File: src/rtl/mem_arb_pkg.sv
// Shared types and defaults for the fetch/load-store memory port arbiter.
// Optional round-robin tie-break is enabled with ARB_ROUND_ROBIN_EN.
package mem_arb_pkg;

  localparam int ADDR_W_DEF = 32;
  localparam int DATA_W_DEF = 32;

  typedef enum logic [1:0] {
    IDLE   = 2'd0,
    ACCESS = 2'd1,
    DONE   = 2'd2
  } state_t;

  typedef enum logic {
    OWN_I = 1'b0,
    OWN_D = 1'b1
  } owner_t;

  function automatic owner_t other_owner(input owner_t o);
    return (o == OWN_D) ? OWN_I : OWN_D;
  endfunction

endpackage

File: src/rtl/arb_pick2.sv
// Combinational two-way pick between fetch and data requests.
// ARB_ROUND_ROBIN_EN selects alternating tie-break; otherwise data wins ties.
module arb_pick2
  import mem_arb_pkg::*;
(
  input  logic   i_req,
  input  logic   d_req,
  input  owner_t last_grant,
  output owner_t owner
);

  // Tie-break only matters when both sides request together
  always_comb begin
    owner = OWN_D;
    if (i_req && d_req) begin
`ifdef ARB_ROUND_ROBIN_EN
      owner = other_owner(last_grant);
`else
      owner = OWN_D;
`endif
    end else if (i_req) begin
      owner = OWN_I;
    end else begin
      owner = OWN_D;
    end
  end

`ifndef ARB_ROUND_ROBIN_EN
  logic unused_last_grant_s;
  assign unused_last_grant_s = last_grant;
`endif

endmodule

File: src/rtl/mem_port_arbiter.sv
// Shares one single-port memory between fetch (read-only) and load/store.
// Define ARB_ROUND_ROBIN_EN for round-robin ties; default is data priority.
module mem_port_arbiter
  import mem_arb_pkg::*;
#(
  parameter int ADDR_W = ADDR_W_DEF,
  parameter int DATA_W = DATA_W_DEF
) (
  input  logic              clk,
  input  logic              reset,
  input  logic              i_req,
  input  logic [ADDR_W-1:0] i_addr,
  output logic              i_ready,
  output logic [DATA_W-1:0] i_rdata,
  input  logic              d_req,
  input  logic              d_we,
  input  logic [ADDR_W-1:0] d_addr,
  input  logic [DATA_W-1:0] d_wdata,
  output logic              d_ready,
  output logic [DATA_W-1:0] d_rdata,
  output logic              mem_req,
  output logic              mem_we,
  output logic [ADDR_W-1:0] mem_addr,
  output logic [DATA_W-1:0] mem_wdata,
  input  logic              mem_ready,
  input  logic [DATA_W-1:0] mem_rdata,
  output logic              busy
);

  state_t            state_q, state_d;
  owner_t            owner_q, owner_d;
  owner_t            pick_s, last_grant_s;
  logic              mem_req_q, mem_req_d;
  logic              mem_we_q, mem_we_d;
  logic [ADDR_W-1:0] mem_addr_q, mem_addr_d;
  logic [DATA_W-1:0] mem_wdata_q, mem_wdata_d;
  logic              i_ready_q, i_ready_d;
  logic              d_ready_q, d_ready_d;
  logic [DATA_W-1:0] i_rdata_q, i_rdata_d;
  logic [DATA_W-1:0] d_rdata_q, d_rdata_d;

`ifdef ARB_ROUND_ROBIN_EN
  owner_t last_grant_q, last_grant_d;
  assign last_grant_s = last_grant_q;
`else
  assign last_grant_s = OWN_D;
`endif

  arb_pick2 u_pick (
    .i_req      (i_req),
    .d_req      (d_req),
    .last_grant (last_grant_s),
    .owner      (pick_s)
  );

  // Next-state and registered-output logic
  always_comb begin
    state_d     = state_q;
    owner_d     = owner_q;
    mem_req_d   = mem_req_q;
    mem_we_d    = mem_we_q;
    mem_addr_d  = mem_addr_q;
    mem_wdata_d = mem_wdata_q;
    i_ready_d   = 1'b0;
    d_ready_d   = 1'b0;
    i_rdata_d   = i_rdata_q;
    d_rdata_d   = d_rdata_q;
`ifdef ARB_ROUND_ROBIN_EN
    last_grant_d = last_grant_q;
`endif
    case (state_q)
      IDLE: begin
        if (i_req || d_req) begin
          owner_d   = pick_s;
          mem_req_d = 1'b1;
          state_d   = ACCESS;
`ifdef ARB_ROUND_ROBIN_EN
          last_grant_d = pick_s;
`endif
          if (pick_s == OWN_D) begin
            mem_we_d    = d_we;
            mem_addr_d  = d_addr;
            mem_wdata_d = d_wdata;
          end else begin
            mem_we_d    = 1'b0;
            mem_addr_d  = i_addr;
            mem_wdata_d = {DATA_W{1'b0}};
          end
        end else begin
          state_d = IDLE;
        end
      end
      ACCESS: begin
        // mem_ready only counts here, where mem_req is known to be high
        if (mem_ready) begin
          mem_req_d = 1'b0;
          state_d   = DONE;
          if (owner_q == OWN_I) begin
            i_rdata_d = mem_rdata;
            i_ready_d = 1'b1;
          end else begin
            d_ready_d = 1'b1;
            if (!mem_we_q) begin
              d_rdata_d = mem_rdata;
            end else begin
              d_rdata_d = d_rdata_q;
            end
          end
        end else begin
          state_d = ACCESS;
        end
      end
      DONE: begin
        state_d = IDLE;
      end
      default: begin
        state_d   = IDLE;
        mem_req_d = 1'b0;
      end
    endcase
  end

  // State and output registers; reset aborts any access in flight
  always_ff @(posedge clk or negedge reset) begin
    if (!reset) begin
      state_q     <= IDLE;
      owner_q     <= OWN_D;
      mem_req_q   <= 1'b0;
      mem_we_q    <= 1'b0;
      mem_addr_q  <= {ADDR_W{1'b0}};
      mem_wdata_q <= {DATA_W{1'b0}};
      i_ready_q   <= 1'b0;
      d_ready_q   <= 1'b0;
      i_rdata_q   <= {DATA_W{1'b0}};
      d_rdata_q   <= {DATA_W{1'b0}};
    end else begin
      state_q     <= state_d;
      owner_q     <= owner_d;
      mem_req_q   <= mem_req_d;
      mem_we_q    <= mem_we_d;
      mem_addr_q  <= mem_addr_d;
      mem_wdata_q <= mem_wdata_d;
      i_ready_q   <= i_ready_d;
      d_ready_q   <= d_ready_d;
      i_rdata_q   <= i_rdata_d;
      d_rdata_q   <= d_rdata_d;
    end
  end

`ifdef ARB_ROUND_ROBIN_EN
  // Last-grant register; reset to data so the first tie goes to fetch
  always_ff @(posedge clk or negedge reset) begin
    if (!reset) begin
      last_grant_q <= OWN_D;
    end else begin
      last_grant_q <= last_grant_d;
    end
  end
`endif

  assign mem_req   = mem_req_q;
  assign mem_we    = mem_we_q;
  assign mem_addr  = mem_addr_q;
  assign mem_wdata = mem_wdata_q;
  assign i_ready   = i_ready_q;
  assign d_ready   = d_ready_q;
  assign i_rdata   = i_rdata_q;
  assign d_rdata   = d_rdata_q;
  assign busy      = (state_q != IDLE);

endmodule

File: config.mk
export PLATFORM = sky130hd
export DESIGN_NAME = mem_port_arbiter
export DESIGN_NICKNAME = d
export VERILOG_FILES = /design/src/rtl/mem_arb_pkg.sv /design/src/rtl/arb_pick2.sv /design/src/rtl/mem_port_arbiter.sv
export SDC_FILE = /design/constraint.sdc
export NUM_CORES = 1
export LEC_CHECK = 0
export BUFFER_PORTS_ARGS = -buffer_cell sky130_fd_sc_hd__buf_2
export CAP_MARGIN = 15
export CORE_MARGIN = 2
export CORE_UTILIZATION = 42
export DETAILED_ROUTE_END_ITERATION = 10
export PLACE_DENSITY = 0.76
export RECOVER_POWER = 50
export SLEW_MARGIN = 10
export SYNTH_ARGS = -nofsm -noshare
export SYNTH_HDL_FRONTEND = slang
export SYNTH_SLANG_ARGS = --single-unit
File: constraint.sdc
create_clock -name clk -period 1.71 [get_ports clk]
set_clock_uncertainty 0.05 [all_clocks]
set_input_delay 0.0855 -clock clk [delete_from_list [all_inputs] [get_ports clk]]
set_output_delay 0.0855 -clock clk [all_outputs]
set_load 0.01 [all_outputs]
==> flow_summary.yaml <==
cells_and_area:
  nets: 875
  area_growth_pct: 59.85
  layout.cells.non_filler: 930
  antenna_cells: 0
  seqCellArea_mm2: 0.003379
  finish.instance_area_mm2: 0.009170
  n_fill_cell: 880
  multi_input_comb_area_mm2: 0.002193
  utilization_pct: 68.97
  drive_above_1_share_pct: 51.46
logic_synthesis:
  netlist.area_leader.share_pct: 58.45
  synthCells: 335
  synthArstFlopShare_pct: 100.0
  yosysUniqueCellTypes: 22
  synth_edf_count: 0
  synth_common_cells: "dfrtp_1, mux2_4, a22o_1"
  synth_area_leaders: "dfrtp_1, mux2_4, mux2_2"
  yosysMostFrequentCell: "dfrtp_1"
  syn_area_mm2: 0.005737
  syn-num-nets: 469
  ys_seq_area_share_pct: 58.91
  synth_area_per_cell_um2: 17.12
  yosys.area.top_type: "dfrtp_1"
  yosys_most_used_dff: "dfrtp_1"
  ys.warnings.count: 0
  ys_ff_latch: 135
worst_hold_path:
  whs_path_depth: 3
  worstHoldEndpoint: "mem_req"
  hold_start: "d_req"
  hold_class: "input pin to flop"
worst_setup_path:
  end_kind: "flop"
  crit_type: "flop to flop"
  timing.reg2reg.setup_slack_ns: 0.03
  arrival_ns: 1.92
  required_ns: 1.96
  r2r_start: "owner_q"
  path_delay_family: "flip-flops"
  critPathMaxFanout: 16
  timing.rr.end: "d_rdata[13]"
  rr_worst_depth: 4
  cpMaxStageDelayCell: "dfstp_2"
  slowest_delay_ns: 0.52
  crit_chain: "and4b_1 -> nor2b_4 -> clkbuf_16 -> mux2_4"
  crit_buf_inv: 1
  startpoint_type: "flop"
place:
  dp.cells: 765
  dp_hpwl_mm: 9.844
  routabilityCongestion: 0.7495
  port_buffers: 266
  place_area_mm2: 0.007310
  pre_cts_ws_ns: 0.01869
drt:
  drt_iter0_drc: 251
  firstDrtPassIters: 4
  drt-total-wl_mm: 16.74
  ant_nets: 0
  vias_per_cell: 4.847
  post-route-drc-count: 0
  wl_per_cell_um: 18.00
  vias: 4508
cts:
  root_buffer: "clkbuf_16"
  postCtsSetupBuffers: 0
  cts_buffers: 17
  tritoncts: "built"
  insertion_delay_ns: 0.41
  clock_sinks: 135
  cts_htree_levels: 4
  cts_buffer_depth: 2
  path_clk_slew_ns: 0.06
run_status:
  status: "complete, no violations"
floorplan:
  die_w_um: 120.9
  core-area_mm2: 0.01330
  ios: 267
  die_area_mm2: 0.01461
  start_util_pct: 43.15
  die_h_um: 120.9
  rows: 42
pwr:
  power_mw: 15.69
  power_density_mw_per_mm2: 1711
  p_leak_nw: 4.463
  ir_worst_vdd_mv: 0.9421
sta:
  timing_max_transition_violations_final: 0
  finalSetupViolCount: 0
  setup_ws_ns: 0.03433
  relSlewSlack_pct: 19.72
  rsz0062_at_grt: "yes"
  hold_viol: 0
  min_period_ns: 1.676
  tightest_slew_ns: 1.204
  fin_crit_sh_pct: 97.99
  whs_ns: 0.1341
  fin_tns_setup_ns: 0
  fmax_mhz: 596.8
grt:
  antenna_found_initial: 0
  grt_use_total_pct: 22.92
  grt.overflow.total: 0
  grt_max_degree: 47
  grt_pass1_vias: 4981
  grt_pass1_wl_mm: 25.70
flow_run:
  drv_cap: 0
-- final cells by class --
cell class / instances / share of cell area (%)
Clock buffer: 21 / 5.021
Clock inverter: 11 / 1.337
Inverter: 1 / 0.04093
Multi-Input combinational cell: 176 / 23.92
Sequential cell: 135 / 36.85
Tap cell: 176 / 2.401
Timing Repair Buffer: 410 / 30.43
-- power by group --
part	internal [mW]	switching (mW)
combinational	3.49	2.83
sequential	4.82	0.962
clock	2.22	1.36
total	10.5	5.15
-- cells in the final DEF, fill, tap and decap left out, types with 5 or more instances in the layout --
master           n
mux2_4          91
mux2_1           5
clkbuf_16       18
buf_2          217
mux2_2          32
dfrtp_1        134
buf_12           6
dlygate4sd3_1  132
clkbuf_1        50
a22o_1          33
-- cell families (layout without fill, tap and decap cells) --
family | Yosys count | after routing | synth area share (%)
and+or+nand+nor | 9 | 9 | 1.003
AOI/OAI and AO/OA | 39 | 39 | 5.692
DFF | 135 | 135 | 58.91
buffers and inverters | 24 | 443 | 3.446
muxes | 128 | 128 | 30.95
-- repair_timing --
action	in CTS	in global routing
hold buffers	132	0
gates cloned	0	1
gates resized for setup	1	1
endpoints found under the hold margin	268	0
setup endpoints to repair	1	32
-- flip-flops by register name (all words and copies together) (netlist names) --
register and flops:
d_ready 1, mem_we 1, mem_wdata 32, mem_addr 32
mem_req 1, d_rdata 32, owner_q 1, i_ready 1
i_rdata 32, state_q 2
-- metal layers --
layer	vias up	routed length [µm]	track usage [%]	share of wire, %
met5	-	0	0	0
met4	0	544	11.34	3.2
met3	52	1216	7.049	7.3
met2	216	8435	39.36	50
met1	2210	6548	25.75	39
li1	2030	-	-	-
-- how the worst max path moves through the flow --
stage               startpoint     endpoint  slack (ns)  cells after the start
floorplan              owner_q  d_rdata[10]        0.09                      5
global placement       owner_q   d_rdata[0]        0.02                      4
detailed placement     owner_q  d_rdata[31]        0.02                      4
CTS                    owner_q   d_rdata[0]        0.01                      4
global route           owner_q  d_rdata[29]       -0.05                      4
finish                 owner_q  d_rdata[13]        0.03                      4
-- worst register-to-register path, cell delays in order (launching register included) --
cell and delay, ns:
dfstp_2 0.52, and4b_1 0.22, nor2b_4 0.21, clkbuf_16 0.24, mux2_4 0.32
(Power assumes the default switching activity.)
